`src/rtl/kronos_mem_arbiter_pkg.sv`:
```
// Shared types and widths for the Kronos memory arbiter.
package kronos_mem_arbiter_pkg;

    typedef enum logic [1:0] {
        ARB_IDLE,
        ARB_INSTR,
        ARB_DATA
    } arb_state_t;

    localparam int unsigned ARB_TIMEOUT_W = 16;
    localparam int unsigned ARB_ADDR_W    = 32;
    localparam int unsigned ARB_DATA_W    = 32;
    localparam int unsigned ARB_MASK_W    = 4;

endpackage : kronos_mem_arbiter_pkg

```
`src/rtl/kronos_mem_arbiter_if.sv`:
```
// Bundles the fetch port, the data port and the shared memory bus.
// slave: the arbiter's view. master: the surrounding core/memory view.
interface kronos_mem_arbiter_if;
    import kronos_mem_arbiter_pkg::*;

    // fetch port
    logic [ARB_ADDR_W-1:0] instr_addr;
    logic                  instr_req;
    logic [ARB_DATA_W-1:0] instr_data;
    logic                  instr_gnt;
    logic                  instr_err;

    // data port
    logic [ARB_ADDR_W-1:0] data_addr;
    logic                  data_rd_req;
    logic                  data_wr_req;
    logic [ARB_DATA_W-1:0] data_wr_data;
    logic [ARB_MASK_W-1:0] data_wr_mask;
    logic [ARB_DATA_W-1:0] data_rd_data;
    logic                  data_gnt;
    logic                  data_err;

    // shared memory bus
    logic [ARB_ADDR_W-1:0] mem_addr;
    logic [ARB_DATA_W-1:0] mem_wr_data;
    logic [ARB_MASK_W-1:0] mem_wr_mask;
    logic                  mem_rd_req;
    logic                  mem_wr_req;
    logic [ARB_DATA_W-1:0] mem_rd_data;
    logic                  mem_gnt;

    modport slave (
        input  instr_addr, instr_req,
        output instr_data, instr_gnt, instr_err,
        input  data_addr, data_rd_req, data_wr_req, data_wr_data, data_wr_mask,
        output data_rd_data, data_gnt, data_err,
        output mem_addr, mem_wr_data, mem_wr_mask, mem_rd_req, mem_wr_req,
        input  mem_rd_data, mem_gnt
    );

    modport master (
        output instr_addr, instr_req,
        input  instr_data, instr_gnt, instr_err,
        output data_addr, data_rd_req, data_wr_req, data_wr_data, data_wr_mask,
        input  data_rd_data, data_gnt, data_err,
        input  mem_addr, mem_wr_data, mem_wr_mask, mem_rd_req, mem_wr_req,
        output mem_rd_data, mem_gnt
    );

endinterface : kronos_mem_arbiter_if

```
`src/rtl/kronos_mem_arbiter.sv`:
```
// Kronos memory arbiter: shares one single-ported memory bus between the
// instruction-fetch port and the data (LSU/write-back) port.
// Optional watchdog: define KRONOS_MEM_ARB_TIMEOUT_EN to enable it.
module kronos_mem_arbiter
    import kronos_mem_arbiter_pkg::*;
#(
    parameter bit          DATA_FIRST = 1'b1,
    parameter int unsigned TIMEOUT    = 255
) (
    input  logic                  clk,
    input  logic                  rst,
    kronos_mem_arbiter_if.slave   bus
);

    // Reject watchdog limits the 16-bit counter cannot represent.
    if (TIMEOUT < 1 || TIMEOUT > 65535) begin : g_bad_timeout
        $error("kronos_mem_arbiter: TIMEOUT out of range 1..65535");
    end

    arb_state_t state_q, state_d;
    logic       data_req;
    logic       done;

    assign data_req = bus.data_rd_req | bus.data_wr_req;

`ifdef KRONOS_MEM_ARB_TIMEOUT_EN
    localparam logic [ARB_TIMEOUT_W-1:0] TimeoutLim = ARB_TIMEOUT_W'(TIMEOUT);

    logic [ARB_TIMEOUT_W-1:0] cnt_q, cnt_d;
    logic                     timeout_hit;

    assign timeout_hit = (cnt_q == TimeoutLim);

    // Watchdog counter register.
    always_ff @(posedge clk or posedge rst) begin
        if (rst) begin
            cnt_q <= '0;
        end else begin
            cnt_q <= cnt_d;
        end
    end
`endif

    // Ownership state register.
    always_ff @(posedge clk or posedge rst) begin
        if (rst) begin
            state_q <= ARB_IDLE;
        end else begin
            state_q <= state_d;
        end
    end

    // Next-state selection, bus mux and grant/data routing back to the owner.
    always_comb begin
        state_d          = state_q;
        done             = 1'b0;
        bus.mem_addr     = '0;
        bus.mem_wr_data  = '0;
        bus.mem_wr_mask  = '0;
        bus.mem_rd_req   = 1'b0;
        bus.mem_wr_req   = 1'b0;
        bus.instr_gnt    = 1'b0;
        bus.instr_data   = '0;
        bus.instr_err    = 1'b0;
        bus.data_gnt     = 1'b0;
        bus.data_rd_data = '0;
        bus.data_err     = 1'b0;

        case (state_q)
            ARB_IDLE: begin
                if (bus.instr_req && data_req) begin
                    state_d = DATA_FIRST ? ARB_DATA : ARB_INSTR;
                end else if (bus.instr_req) begin
                    state_d = ARB_INSTR;
                end else if (data_req) begin
                    state_d = ARB_DATA;
                end
            end

            ARB_INSTR: begin
                bus.mem_addr   = bus.instr_addr;
                bus.mem_rd_req = 1'b1;
                if (bus.mem_gnt) begin
                    bus.instr_gnt  = 1'b1;
                    bus.instr_data = bus.mem_rd_data;
                    done           = 1'b1;
                end
`ifdef KRONOS_MEM_ARB_TIMEOUT_EN
                else if (timeout_hit) begin
                    bus.instr_err  = 1'b1;
                    bus.mem_rd_req = 1'b0;
                    done           = 1'b1;
                end
`endif
                if (done) begin
                    state_d = data_req ? ARB_DATA : ARB_IDLE;
                end
            end

            ARB_DATA: begin
                bus.mem_addr    = bus.data_addr;
                bus.mem_wr_data = bus.data_wr_data;
                bus.mem_wr_mask = bus.data_wr_mask;
                bus.mem_rd_req  = bus.data_rd_req;
                bus.mem_wr_req  = bus.data_wr_req;
                if (bus.mem_gnt) begin
                    bus.data_gnt     = 1'b1;
                    bus.data_rd_data = bus.mem_rd_data;
                    done             = 1'b1;
                end
`ifdef KRONOS_MEM_ARB_TIMEOUT_EN
                else if (timeout_hit) begin
                    bus.data_err   = 1'b1;
                    bus.mem_rd_req = 1'b0;
                    bus.mem_wr_req = 1'b0;
                    done           = 1'b1;
                end
`endif
                if (done) begin
                    state_d = bus.instr_req ? ARB_INSTR : ARB_IDLE;
                end
            end

            default: begin
                state_d = ARB_IDLE;
            end
        endcase
    end

`ifdef KRONOS_MEM_ARB_TIMEOUT_EN
    // Counter restarts on every new ownership and counts stalled cycles.
    always_comb begin
        cnt_d = cnt_q;
        if (state_q == ARB_IDLE || done) begin
            cnt_d = '0;
        end else begin
            cnt_d = cnt_q + ARB_TIMEOUT_W'(1);
        end
    end
`endif

endmodule : kronos_mem_arbiter

```
`src/flat_wrapper.sv`:
```
// flat-port wrapper written by rule: the top's interface ports become plain ports
module kronos_mem_arbiter_flat import kronos_mem_arbiter_pkg::*;
#(
    parameter bit          DATA_FIRST = 1'b1,
    parameter int unsigned TIMEOUT    = 255
)
  (clk, rst, bus_instr_addr, bus_instr_req, bus_instr_data, bus_instr_gnt, bus_instr_err, bus_data_addr, bus_data_rd_req, bus_data_wr_req, bus_data_wr_data, bus_data_wr_mask, bus_data_rd_data, bus_data_gnt, bus_data_err, bus_mem_addr, bus_mem_wr_data, bus_mem_wr_mask, bus_mem_rd_req, bus_mem_wr_req, bus_mem_rd_data, bus_mem_gnt);
  kronos_mem_arbiter_if bus_i ();
  input  logic clk;
  input  logic rst;
  input wire logic [$bits(bus_i.instr_addr)-1:0] bus_instr_addr;
  input wire logic [$bits(bus_i.instr_req)-1:0] bus_instr_req;
  output wire logic [$bits(bus_i.instr_data)-1:0] bus_instr_data;
  output wire logic [$bits(bus_i.instr_gnt)-1:0] bus_instr_gnt;
  output wire logic [$bits(bus_i.instr_err)-1:0] bus_instr_err;
  input wire logic [$bits(bus_i.data_addr)-1:0] bus_data_addr;
  input wire logic [$bits(bus_i.data_rd_req)-1:0] bus_data_rd_req;
  input wire logic [$bits(bus_i.data_wr_req)-1:0] bus_data_wr_req;
  input wire logic [$bits(bus_i.data_wr_data)-1:0] bus_data_wr_data;
  input wire logic [$bits(bus_i.data_wr_mask)-1:0] bus_data_wr_mask;
  output wire logic [$bits(bus_i.data_rd_data)-1:0] bus_data_rd_data;
  output wire logic [$bits(bus_i.data_gnt)-1:0] bus_data_gnt;
  output wire logic [$bits(bus_i.data_err)-1:0] bus_data_err;
  output wire logic [$bits(bus_i.mem_addr)-1:0] bus_mem_addr;
  output wire logic [$bits(bus_i.mem_wr_data)-1:0] bus_mem_wr_data;
  output wire logic [$bits(bus_i.mem_wr_mask)-1:0] bus_mem_wr_mask;
  output wire logic [$bits(bus_i.mem_rd_req)-1:0] bus_mem_rd_req;
  output wire logic [$bits(bus_i.mem_wr_req)-1:0] bus_mem_wr_req;
  input wire logic [$bits(bus_i.mem_rd_data)-1:0] bus_mem_rd_data;
  input wire logic [$bits(bus_i.mem_gnt)-1:0] bus_mem_gnt;
  assign bus_i.instr_addr = bus_instr_addr;
  assign bus_i.instr_req = bus_instr_req;
  assign bus_instr_data = bus_i.instr_data;
  assign bus_instr_gnt = bus_i.instr_gnt;
  assign bus_instr_err = bus_i.instr_err;
  assign bus_i.data_addr = bus_data_addr;
  assign bus_i.data_rd_req = bus_data_rd_req;
  assign bus_i.data_wr_req = bus_data_wr_req;
  assign bus_i.data_wr_data = bus_data_wr_data;
  assign bus_i.data_wr_mask = bus_data_wr_mask;
  assign bus_data_rd_data = bus_i.data_rd_data;
  assign bus_data_gnt = bus_i.data_gnt;
  assign bus_data_err = bus_i.data_err;
  assign bus_mem_addr = bus_i.mem_addr;
  assign bus_mem_wr_data = bus_i.mem_wr_data;
  assign bus_mem_wr_mask = bus_i.mem_wr_mask;
  assign bus_mem_rd_req = bus_i.mem_rd_req;
  assign bus_mem_wr_req = bus_i.mem_wr_req;
  assign bus_i.mem_rd_data = bus_mem_rd_data;
  assign bus_i.mem_gnt = bus_mem_gnt;
  kronos_mem_arbiter #(.DATA_FIRST(DATA_FIRST), .TIMEOUT(TIMEOUT)) u_core (.clk(clk), .rst(rst), .bus(bus_i));
endmodule
```
`config.mk`:
```
export PLATFORM = sky130hd
export DESIGN_NAME = kronos_mem_arbiter_flat
export DESIGN_NICKNAME = d
export VERILOG_FILES = /design/src/rtl/kronos_mem_arbiter_pkg.sv /design/src/rtl/kronos_mem_arbiter_if.sv /design/src/rtl/kronos_mem_arbiter.sv /design/src/flat_wrapper.sv
export SDC_FILE = /design/constraint.sdc
export NUM_CORES = 1
export LEC_CHECK = 0
export BUFFER_PORTS_ARGS = -buffer_cell sky130_fd_sc_hd__buf_2
export CORE_AREA = 3 3 106 108
export DETAILED_ROUTE_END_ITERATION = 6
export DIE_AREA = 0 0 109 111
export SLEW_MARGIN = 20
export SYNTH_ARGS = -nofsm -noshare
export SYNTH_HDL_FRONTEND = slang
export SYNTH_SLANG_ARGS = --single-unit
```
`constraint.sdc`:
```
create_clock -name clk -period 1.7 [get_ports clk]
set_clock_uncertainty 0.15 [all_clocks]
set_input_delay 0.34 -clock clk [delete_from_list [all_inputs] [get_ports clk]]
set_output_delay 0.34 -clock clk [all_outputs]
set_load 0.02 [all_outputs]
```
==> results of run 1 <==
==> path summary, 6_finish.rpt <==
kind	startpoint	slack [ns]	end	depth (start not counted)
max reg2reg	u_core.state_q[0]	-0.26	u_core.state_q[0]	9
min	bus_instr_req	0.26	u_core.state_q[0]	2
max in group asynchronous	rst	0.90	u_core.state_q[0]	3
max	u_core.state_q[0]	-0.41	bus_instr_data[11]	6
min reg2reg	u_core.state_q[0]	0.54	u_core.state_q[0]	2
min in group asynchronous	rst	0.38	u_core.state_q[0]	3
==> cell type report <==
| cell class | count | area [um2] |
|---|---|---|
| clock buffers | 3 | 41.3 |
| fillers | 957 | 5430 |
| inverters | 3 | 13.8 |
| multi-input cells | 185 | 1910 |
| flip-flops and latches | 2 | 51.3 |
| well taps | 136 | 170 |
| repair buffers | 310 | 2700 |
==> repair_timing <==
action                                 4_1_cts  5_1_grt
setup endpoints to repair                  138      138
resized for setup                          238      112
hold buffers                                 1        0
gates cloned                                 7        7
buffers inserted                             7        4
pin swaps                                   13        8
endpoints found under the hold margin        2        0
==> stage by stage <==
step	util	area (um2)	power [mW]	hold slack [ns]	cells
after CTS	0.421	4350	7.45	0.265	630
after global routing	0.474	4890	8.80	0.266	639
after floorplan	-	1720	3.38	-0.0688	220
after global placement	0.317	3280	4.85	0.0439	612
final	0.474	4890	8.35	0.265	639
after detailed placement	0.317	3280	4.93	0.0521	612
==> layout by cell type, fill, tap and decap left out, types with 2 or more instances in the layout <==
cell         n
a22oi_2     32
ha_4         5
buf_2      149
nor2b_4      2
clkbuf_16    6
buf_4       27
and3_4      46
buf_16       4
buf_12      10
and2_4      38
buf_8        3
nor2b_1      2
nor2b_2     29
clkbuf_8     3
conb_1       2
and3_1      18
buf_6      110
==> layer usage <==
layer	track usage	part of all wire
met5	0	0
met4	0.0370	0.022
met3	0.0233	0.070
met2	0.313	0.57
met1	0.158	0.34
==> power by group through the flow <==
stage	logic (mW)	registers (mW)	clock network, mW
2_1_floorplan	3.28	0.101	0
3_3_place_gp	4.75	0.0998	0
5_1_grt	8.49	0.113	0.202
6_report	8.05	0.109	0.190
3_5_place_dp	4.83	0.103	0
4_1_cts	7.15	0.107	0.195
==> cells by family after synthesis <==
logic type,after synthesis,synth area share
buf+inv,33,0.110
compound gates,38,0.204
simple gates,139,0.598
flops,2,0.0342
fa+ha+maj,6,0.0514
other cells,1,0.00257
==> metrics.md, run 1 <==
| Metric | Value |
|---|---|
| Cell Rows | `37` |
| Vias in the first global route | `2,897` |
| Final Hold Viols | `0` |
| Initial antenna violation count | `0` |
| Largest net degree at the start of global routing | `38` |
| Drt wl/cell | `18.2 um` |
| VDD IR max | `667 uV` |
| Final ANT Viol Nets | `0` |
| Final worst path period need | `2.11 ns` |
| Cell with the most instances after synthesis | `and3_1` |
| FF+latch count, synth | `2` |
| Clock root buffer master | `clkbuf_8` |
| IO Count | `276` |
| Chip height | `111 um` |
| DRT iter0 DRCs | `114` |
| Worst-path clk slew | `0.03 ns` |
| Synth top area cells | `and3_1, a22oi_1, and2_1` |
| Cells after Synth | `219` |
| Worst Setup Start Kind | `flop` |
| Total track usage | `0.154` |
| Placement Setup Slack | `-0.152 ns` |
| Synth area leader | `and3_1` |
| Setup WS post-layout | `-0.406 ns` |
| CP required | `1.21 ns` |
| PD cells | `1710 nW/um2` |
| CTS tree | `yes` |
| Layout cells sized above 1 | `0.944` |
| Dominant synthesized flop cell | `dfrtp_1` |
| EDFF count, synth | `0` |
| Comb pwr share | `0.964` |
| HP Class | `in -> reg` |
| Cell-internal power | `4.66 mW` |
| Synth cell types | `22` |
| Violated checks | `setup timing` |
| Starting Density | `0.142` |
| Max reg flops | `2` |
| Total gr overflow | `0` |
| Clock power frac | `0.023` |
| DRC viols | `0` |
| Largest registers | `u_core.state_q x2` |
| CTS buffer count | `3` |
| Syn-to-layout area delta | `235%` |
| Ys async rst share | `1.00` |
| Max-slew violations | `0` |
| H-tree depth | `1` |
| Sequential Power Share | `0.013` |
| Die Wd | `109 um` |
| Final setup viols | `138` |
| PortBufs | `273` |
| Run status | `finished with violations` |
| Core Area | `10,300 um2` |
| CP peak stage delay | `0.43 ns` |
| Switching Fraction | `0.442` |
| N_diodes | `0` |
| Yosys warns | `0` |
| First-pass DRT Iterations | `4` |
| Synth cell count leaders | `and3_1, and2_1, nor2b_1, a22oi_1` |
| Synthesized area | `1460 um2` |
| Most flops, register | `u_core.state_q` |
| CP Max Fanout | `8` |
| Syn Area/Cell | `6.67 um2` |
| Synth top area share | `0.274` |
| Sw power | `3.69 mW` |
| Sequential area share after synthesis | `0.0342` |
| RSZ-0062 raised after global routing | `yes` |
| DR vias | `2,895` |
| Vias/cell | `4.53` |
| WL final | `11.6 mm` |
| Worst setup EP type | `output port` |
| WP buf/inv | `4` |
| Post-route clock period utilization | `1.24` |
| Maxcap violations | `0` |
| Cell Chain, Critical Path | `buf_4, buf_6, ha_4, clkbuf_16, and3_1, buf_2` |
| Gpl congestion | `0.829` |
| Layout Nets | `649` |
| Setup TNS | `-40.22 ns` |
| First-pass GRT wire length | `14.8 mm` |
| Crit path DAT | `1.62 ns` |
| Worst-skew pair later-pin latency | `0.21 ns` |
| Setup CP Type | `reg -> out` |
| Top delay family on crit path | `buffers and inverters` |
| Die area | `12,100 um2` |
| Fmax | `475 MHz` |
| Clk sinks | `2` |
| Static Leak | `2.42 nW` |
| Clock Path Buffers | `2` |
| Post-DP HPWL | `6.86 mm` |
| CP max stage cell | `dfrtp_2` |
Power figures use the tool's default switching activity.
==> run 2: changes to the inputs <==
--- a/config.mk
+++ b/config.mk
@@ -7,8 +7,11 @@
 export LEC_CHECK = 0
 export BUFFER_PORTS_ARGS = -buffer_cell sky130_fd_sc_hd__buf_2
 export CORE_AREA = 3 3 106 108
+export CTS_CLUSTER_SIZE = 10
 export DETAILED_ROUTE_END_ITERATION = 6
 export DIE_AREA = 0 0 109 111
+export GPL_TIMING_DRIVEN = 0
+export REMOVE_ABC_BUFFERS = 1
 export SLEW_MARGIN = 20
 export SYNTH_ARGS = -nofsm -noshare
 export SYNTH_HDL_FRONTEND = slang
==> run 2 against run 1 <==
  * The run still ends with setup timing left
  * Via count shrank 2.9%
  * Fmax grew 1.1%
  * Sequential share of layout area grew 0.17 points
  * Count of clock-buffer cells in the layout is the same
  * Total power shrank 14%
  * Global-route usage shrank 2.7 points
  * First-iteration DRC count grew 36%
  * Flip-flop and latch count is the same
  * Combinational power shrank 15%
  * Critical path depth is the same
  * Register-to-register slack gained 0.06 ns
  * Highest routed layer unchanged
==> metrics.md, run 2 (same netlist as run 1, synthesis figures left out) <==
| Metric | Value |
|---|---|
| Run status | `finished with violations` |
| Violated checks | `setup timing` |
| VDD IR max | `750 uV (+13%)` |
| Final worst path period need | `2.08 ns (-0.0221 ns)` |
| Clock root buffer master | `clkbuf_8` |
| Worst-skew pair later-pin latency | `0.21 ns (about the same)` |
| First-pass GRT wire length | `12.4 mm (-16%)` |
| Initial antenna violation count | `0 (unchanged)` |
| Max reg flops | `2 (unchanged)` |
| Total stage count of the critical path | `6 (unchanged)` |
| PD cells | `1670 nW/um2 (-2.1%)` |
| Layout cells sized above 1 | `0.765 (-0.179)` |
| DRT iter0 DRCs | `155 (+36%)` |
| IO Count | `276 (unchanged)` |
| Cell Rows | `37 (unchanged)` |
| Setup WS post-layout | `-0.384 ns (+0.0221 ns)` |
| Crit path DAT | `1.59 ns (-0.03 ns)` |
| First-pass DRT Iterations | `4 (unchanged)` |
| Placed Area | `2900 um2 (-12%)` |
| Worst Setup Start Kind | `flop` |
| Setup TNS | `-42.46 ns (-2.25 ns)` |
| Commonest non-fill, non-tap cells in the layout | `buf_2, buf_6, buf_4` |
| Most flops, register | `u_core.state_q` |
| Final Hold Viols | `0 (unchanged)` |
| Final ANT Viol Nets | `0 (unchanged)` |
| CP required | `1.21 ns (about the same)` |
| Top delay family on crit path | `buffers and inverters` |
| Core Area | `10,300 um2 (unchanged)` |
| WP buf/inv | `3 (-1)` |
| Worst-path clk slew | `0.03 ns (about the same)` |
| Syn-to-layout area delta | `194%` |
| Post-route clock period utilization | `1.23 (-0.0130)` |
| PortBufs | `273 (unchanged)` |
| Clk sinks | `2 (unchanged)` |
| Clock Path Buffers | `2 (unchanged)` |
| Post-DP HPWL | `6.15 mm (-10%)` |
| WL final | `10.7 mm (-8.0%)` |
| Chip height | `111 um (unchanged)` |
| Cell Chain, Critical Path | `inv_4, ha_4, buf_16, a22oi_1, nor2b_1, buf_4` |
| Die area | `12,100 um2 (unchanged)` |
| Total track usage | `0.127 (-0.0272)` |
| Largest net degree at the start of global routing | `69 (+82%)` |
| Fmax | `480 MHz (+1.1%)` |
| CP Max Fanout | `30 (+22)` |
| CP peak stage delay | `0.45 ns (+0.02 ns)` |
| Drt wl/cell | `16.9 um (-7.3%)` |
| DRC viols | `0 (unchanged)` |
| Static Leak | `2.30 nW (-4.7%)` |
| Setup CP Type | `reg -> out` |
| Most common cell after layout, fill and taps aside | `buf_2` |
| Die Wd | `109 um (unchanged)` |
| DR vias | `2,812 (-2.9%)` |
| H-tree depth | `1 (unchanged)` |
| N_diodes | `0 (unchanged)` |
| CP max stage cell | `dfrtp_2` |
| Largest registers | `u_core.state_q x2` |
| Gpl congestion | `0.716 (-14%)` |
| Worst setup EP type | `output port` |
| Vias/cell | `4.44 (-2.1%)` |
| RSZ-0062 raised after global routing | `yes` |
| Final setup viols | `138 (unchanged)` |
| Max-slew violations | `0 (unchanged)` |
| Placement Setup Slack | `-0.610 ns (-0.458 ns)` |
| Worst reg-to-reg path cell count | `8 (-1)` |
| CTS buffer count | `3 (unchanged)` |
| Total gr overflow | `0 (unchanged)` |
| Finished Core Util | `0.416 (-0.0578)` |
| Starting Density | `0.142 (unchanged)` |
| Hold path cells | `2 (unchanged)` |
| Post-route cell area | `4300 um2 (-12%)` |
| Maxcap violations | `0 (unchanged)` |
| Layout Nets | `644 (-0.77%)` |
| Slew headroom | `0.656` |
| Vias in the first global route | `2,505 (-14%)` |
| HP Class | `in -> reg` |
| Min Hold Slack | `0.275 ns (+0.0101 ns)` |
| Transition time of the tightest slew-check pin | `0.516 ns` |
| CTS tree | `yes` |
-- run 2: changes by cell type in the layout (fill, tap and decap cells not counted), sizes merged --
cell | before | now
clkbuf | 9 | 6
bufbuf | 0 | 1
buf | 303 | 300
-- run 2: report_power, final --
group          switching (mW)  total, mW  internal, mW  leakage (nW)
sequential             0.0616      0.139        0.0777        0.0229
combinational            3.25       6.85          3.60          2.26
clock                  0.0402      0.190         0.150        0.0216
total                    3.35       7.18          3.82          2.30
-- run 2: worst reg2reg max path: stages, from the launching register on --
cell	delay, ns
dfrtp_2	0.46
inv_4	0.11
buf_4	0.12
ha_4	0.18
buf_12	0.15
buf_4	0.12
nor2_4	0.03
o21ba_2	0.20
a32o_2	0.26
-- run 2: area by class of cell --
type,count,area (um2)
fillers,993,6030
inverters,3,16.3
clock buffers,3,41.3
multi-input cells,185,1550
repair buffers,305,2470
well taps,136,170
flip-flops and latches,2,52.6
-- run 2: through the flow --
stage,power (mW),instances
after CTS,5.77,624
after floorplan,2.74,190
after detailed placement,4.23,601
after global placement,4.00,599
final,7.18,634
after global routing,7.56,634
-- run 2: path summary, 6_finish.rpt --
| path | startpoint | to | slack [ns] |
|---|---|---|---|
| max | u_core.state_q[0] | bus_mem_addr[2] | -0.38 |
| min | bus_instr_req | u_core.state_q[0] | 0.27 |
| max reg2reg | u_core.state_q[1] | u_core.state_q[0] | -0.20 |
| min reg2reg | u_core.state_q[0] | u_core.state_q[0] | 0.58 |
| max in group asynchronous | rst | u_core.state_q[1] | 0.88 |
| min in group asynchronous | rst | u_core.state_q[0] | 0.39 |
-- run 2: repair_timing --
action	CTS	global route
pin swaps	3	1
setup buffers	18	7
setup endpoints to repair	138	138
hold endpoints to repair	2	0
hold buffers	1	0
gates cloned	1	4
gates resized for setup	98	218
-- run 2: per-layer routing --
layer  part of all wire  GRT usage  vias up
li1                   -          -     1331
met1               0.35      0.139     1310
met5                  0          0        -
met3              0.079     0.0146       13
met4              0.013     0.0370        0
met2               0.56      0.248      158
==> run 3: changes to the inputs <==
--- a/config.mk
+++ b/config.mk
@@ -11,7 +11,9 @@
 export DETAILED_ROUTE_END_ITERATION = 6
 export DIE_AREA = 0 0 109 111
 export GPL_TIMING_DRIVEN = 0
+export PLACE_DENSITY_LB_ADDON = 0.2
 export REMOVE_ABC_BUFFERS = 1
+export SETUP_SLACK_MARGIN = 0.1
 export SLEW_MARGIN = 20
 export SYNTH_ARGS = -nofsm -noshare
 export SYNTH_HDL_FRONTEND = slang
==> run 3 against run 2 <==
  * Critical path depth stayed put
  * Setup slack better by 0.063 ns
  * Sequential share of layout area is 0.13 points higher
  * The flow still finishes with violations (setup timing)
  * Die area stayed put
  * Total power is 9.9% lower
  * Largest power group unchanged
  * Critical endpoint is now bus_mem_wr_data[20]
  * Flip-flop and latch count stayed put
  * Clock power hardly changed
  * Design area is 9.7% lower
==> metrics.md, run 3 (same netlist as run 1, synthesis figures left out) <==
| Metric | Value |
|---|---|
| Final setup viols | `138 (unchanged)` |
| CTS tree | `yes` |
| H-tree depth | `1 (unchanged)` |
| FILL cells | `1,092 (+10%)` |
| Min Hold Slack | `0.265 ns (-0.00916 ns)` |
| Chip height | `111 um (unchanged)` |
| HP Class | `in -> reg` |
| Final Non-Filler Cells | `628 (-0.95%)` |
| Gpl congestion | `0.739 (+3.1%)` |
| Largest registers | `u_core.state_q x2` |
| Post-DP HPWL | `6.16 mm (+0.15%)` |
| Violated checks | `setup timing` |
| Hold path cells | `2 (unchanged)` |
| Final worst path period need | `2.02 ns (-0.0627 ns)` |
| Worst-skew pair later-pin latency | `0.21 ns (about the same)` |
| First-pass DRT Iterations | `5 (+1)` |
| Register area | `52.6 um2 (unchanged)` |
| Worst reg-to-reg path cell count | `7 (-1)` |
| DRC viols | `0 (unchanged)` |
| Clk sinks | `2 (unchanged)` |
| Setup WS post-layout | `-0.321 ns (+0.0627 ns)` |
| Post-route clock period utilization | `1.19 (-0.0369)` |
| Setup CP Type | `reg -> out` |
| Die Wd | `109 um (unchanged)` |
| Cell Rows | `37 (unchanged)` |
| Fmax | `495 MHz (+3.1%)` |
| RSZ-0062 raised after global routing | `yes` |
| CP max stage cell | `dfrtp_2` |
| Maxcap violations | `0 (unchanged)` |
| Starting Density | `0.142 (unchanged)` |
| Most frequent CP cell | `buf_6` |
| Syn-to-layout area delta | `165%` |
| CP peak stage delay | `0.46 ns (about the same)` |
| Worst-path clk slew | `0.03 ns (about the same)` |
| N_diodes | `0 (unchanged)` |
| Most common cell after layout, fill and taps aside | `buf_2` |
| Static Leak | `2.25 nW (-2.3%)` |
| Run status | `finished with violations` |
| CTS buffer count | `3 (unchanged)` |
| First-pass GRT wire length | `12.5 mm (+1.1%)` |
| Largest net degree at the start of global routing | `69 (unchanged)` |
| Max-slew violations | `0 (unchanged)` |
| IO Count | `276 (unchanged)` |
| Most flops, register | `u_core.state_q` |
| Worst Setup Start Kind | `flop` |
| Vias in the first global route | `2,543 (+1.5%)` |
| Switching Fraction | `0.487 (+0.0201)` |
| Core Area | `10,300 um2 (unchanged)` |
| Total gr overflow | `0 (unchanged)` |
| Placed Instances | `600 (-0.17%)` |
| Final Hold Viols | `0 (unchanged)` |
| Die area | `12,100 um2 (unchanged)` |
| Sw power | `3.15 mW (-6.0%)` |
| Max reg flops | `2 (unchanged)` |
| Clock power frac | `0.029 (+0.003)` |
| DRT iter0 DRCs | `128 (-17%)` |
| Worst setup EP type | `output port` |
| CP Max Fanout | `6 (-80%)` |
| Initial antenna violation count | `0 (unchanged)` |
| Clock root buffer master | `clkbuf_8` |
| Comb pwr share | `0.952 (-0.002)` |
| WL final | `9.46 mm (-12%)` |
| Clock Path Buffers | `2 (unchanged)` |
| Commonest non-fill, non-tap cells in the layout | `buf_2, buf_6, and3_1` |
| Placement Setup Slack | `-0.712 ns (-0.102 ns)` |
| Multi-input logic area | `1420 um2 (-8.4%)` |
| Vias/cell | `4.31 (-2.9%)` |
| Total track usage | `0.129 (+0.00147)` |
| PortBufs | `273 (unchanged)` |
| Sequential Power Share | `0.019 (about the same)` |
| Cell Chain, Critical Path | `buf_6, ha_4, buf_4, buf_6, and2_4, buf_6` |
| Layout Nets | `638 (-0.93%)` |
| Drt wl/cell | `15.1 um (-11%)` |
| PD cells | `1670 nW/um2 (-0.18%)` |
| Final ANT Viol Nets | `0 (unchanged)` |
| Crit path DAT | `1.53 ns (-0.06 ns)` |
| Layout cells sized above 1 | `0.701 (-0.0638)` |
| DR vias | `2,705 (-3.8%)` |
| VDD IR max | `1200 uV (+60%)` |
| CP required | `1.21 ns (about the same)` |
| Cell-internal power | `3.32 mW (-13%)` |
## run 3: path summary, 6_finish.rpt
check                                  start                   to  slack (ns)
max                        u_core.state_q[1]  bus_mem_wr_data[20]       -0.32
min                            bus_instr_req    u_core.state_q[0]        0.27
max reg2reg                u_core.state_q[1]    u_core.state_q[0]       -0.06
min reg2reg                u_core.state_q[1]    u_core.state_q[1]        0.61
max in group asynchronous                rst    u_core.state_q[1]        0.91
min in group asynchronous                rst    u_core.state_q[0]        0.36
## run 3: repair_timing
item / 4_1_cts / 5_1_grt
cloned: 1 / 2
gates resized for setup: 128 / 90
setup endpoints to repair: 138 / 138
hold buffers: 1 / 0
setup buffers: 17 / 4
pin swaps: 5 / 1
hold endpoints to repair: 2 / 0
## run 3: worst max-delay path, delay by kind of cell (launching register included)
kind | cells | cell delay, ns
AND/OR/NAND/NOR | 1 | 0.13
buffers and inverters | 4 | 0.53
adder cells (fa/ha/maj) | 1 | 0.19
flip-flops | 1 | 0.46
## run 3: per-layer routing
layer,vias to the layer above,part of all wire,GRT usage
met4,0,0.0038,0.0202
li1,1313,-,-
met1,1233,0.34,0.134
met2,155,0.58,0.269
met3,4,0.080,0.0105
met5,-,0,0
## run 3: area by class of cell
type	instances	share of cell area
repair buffers	299	0.563
multi-input cells	185	0.365
well taps	136	0.0439
flip-flops and latches	2	0.0135
clock buffers	3	0.0106
inverters	3	0.00419
## run 3: power groups by stage
stage	combinational [mW]	sequential, mW	clock [mW]
finish	6.16	0.124	0.189
detailed placement	4.07	0.108	0
global route	6.57	0.125	0.195
global placement	3.99	0.104	0
floorplan	2.64	0.0989	0
CTS	5.48	0.119	0.195
## run 3: stage by stage
stage | instance area [um2] | util | TNS, ns | total power, mW
final | 3880 | 0.376 | -32.34 | 6.47
after detailed placement | 2880 | 0.279 | -70.63 | 4.18
after global placement | 2850 | 0.276 | -130.65 | 4.09
after global routing | 3880 | 0.376 | -38.48 | 6.89
after floorplan | 1320 | - | -58.63 | 2.74
after CTS | 3520 | 0.341 | -30.26 | 5.79
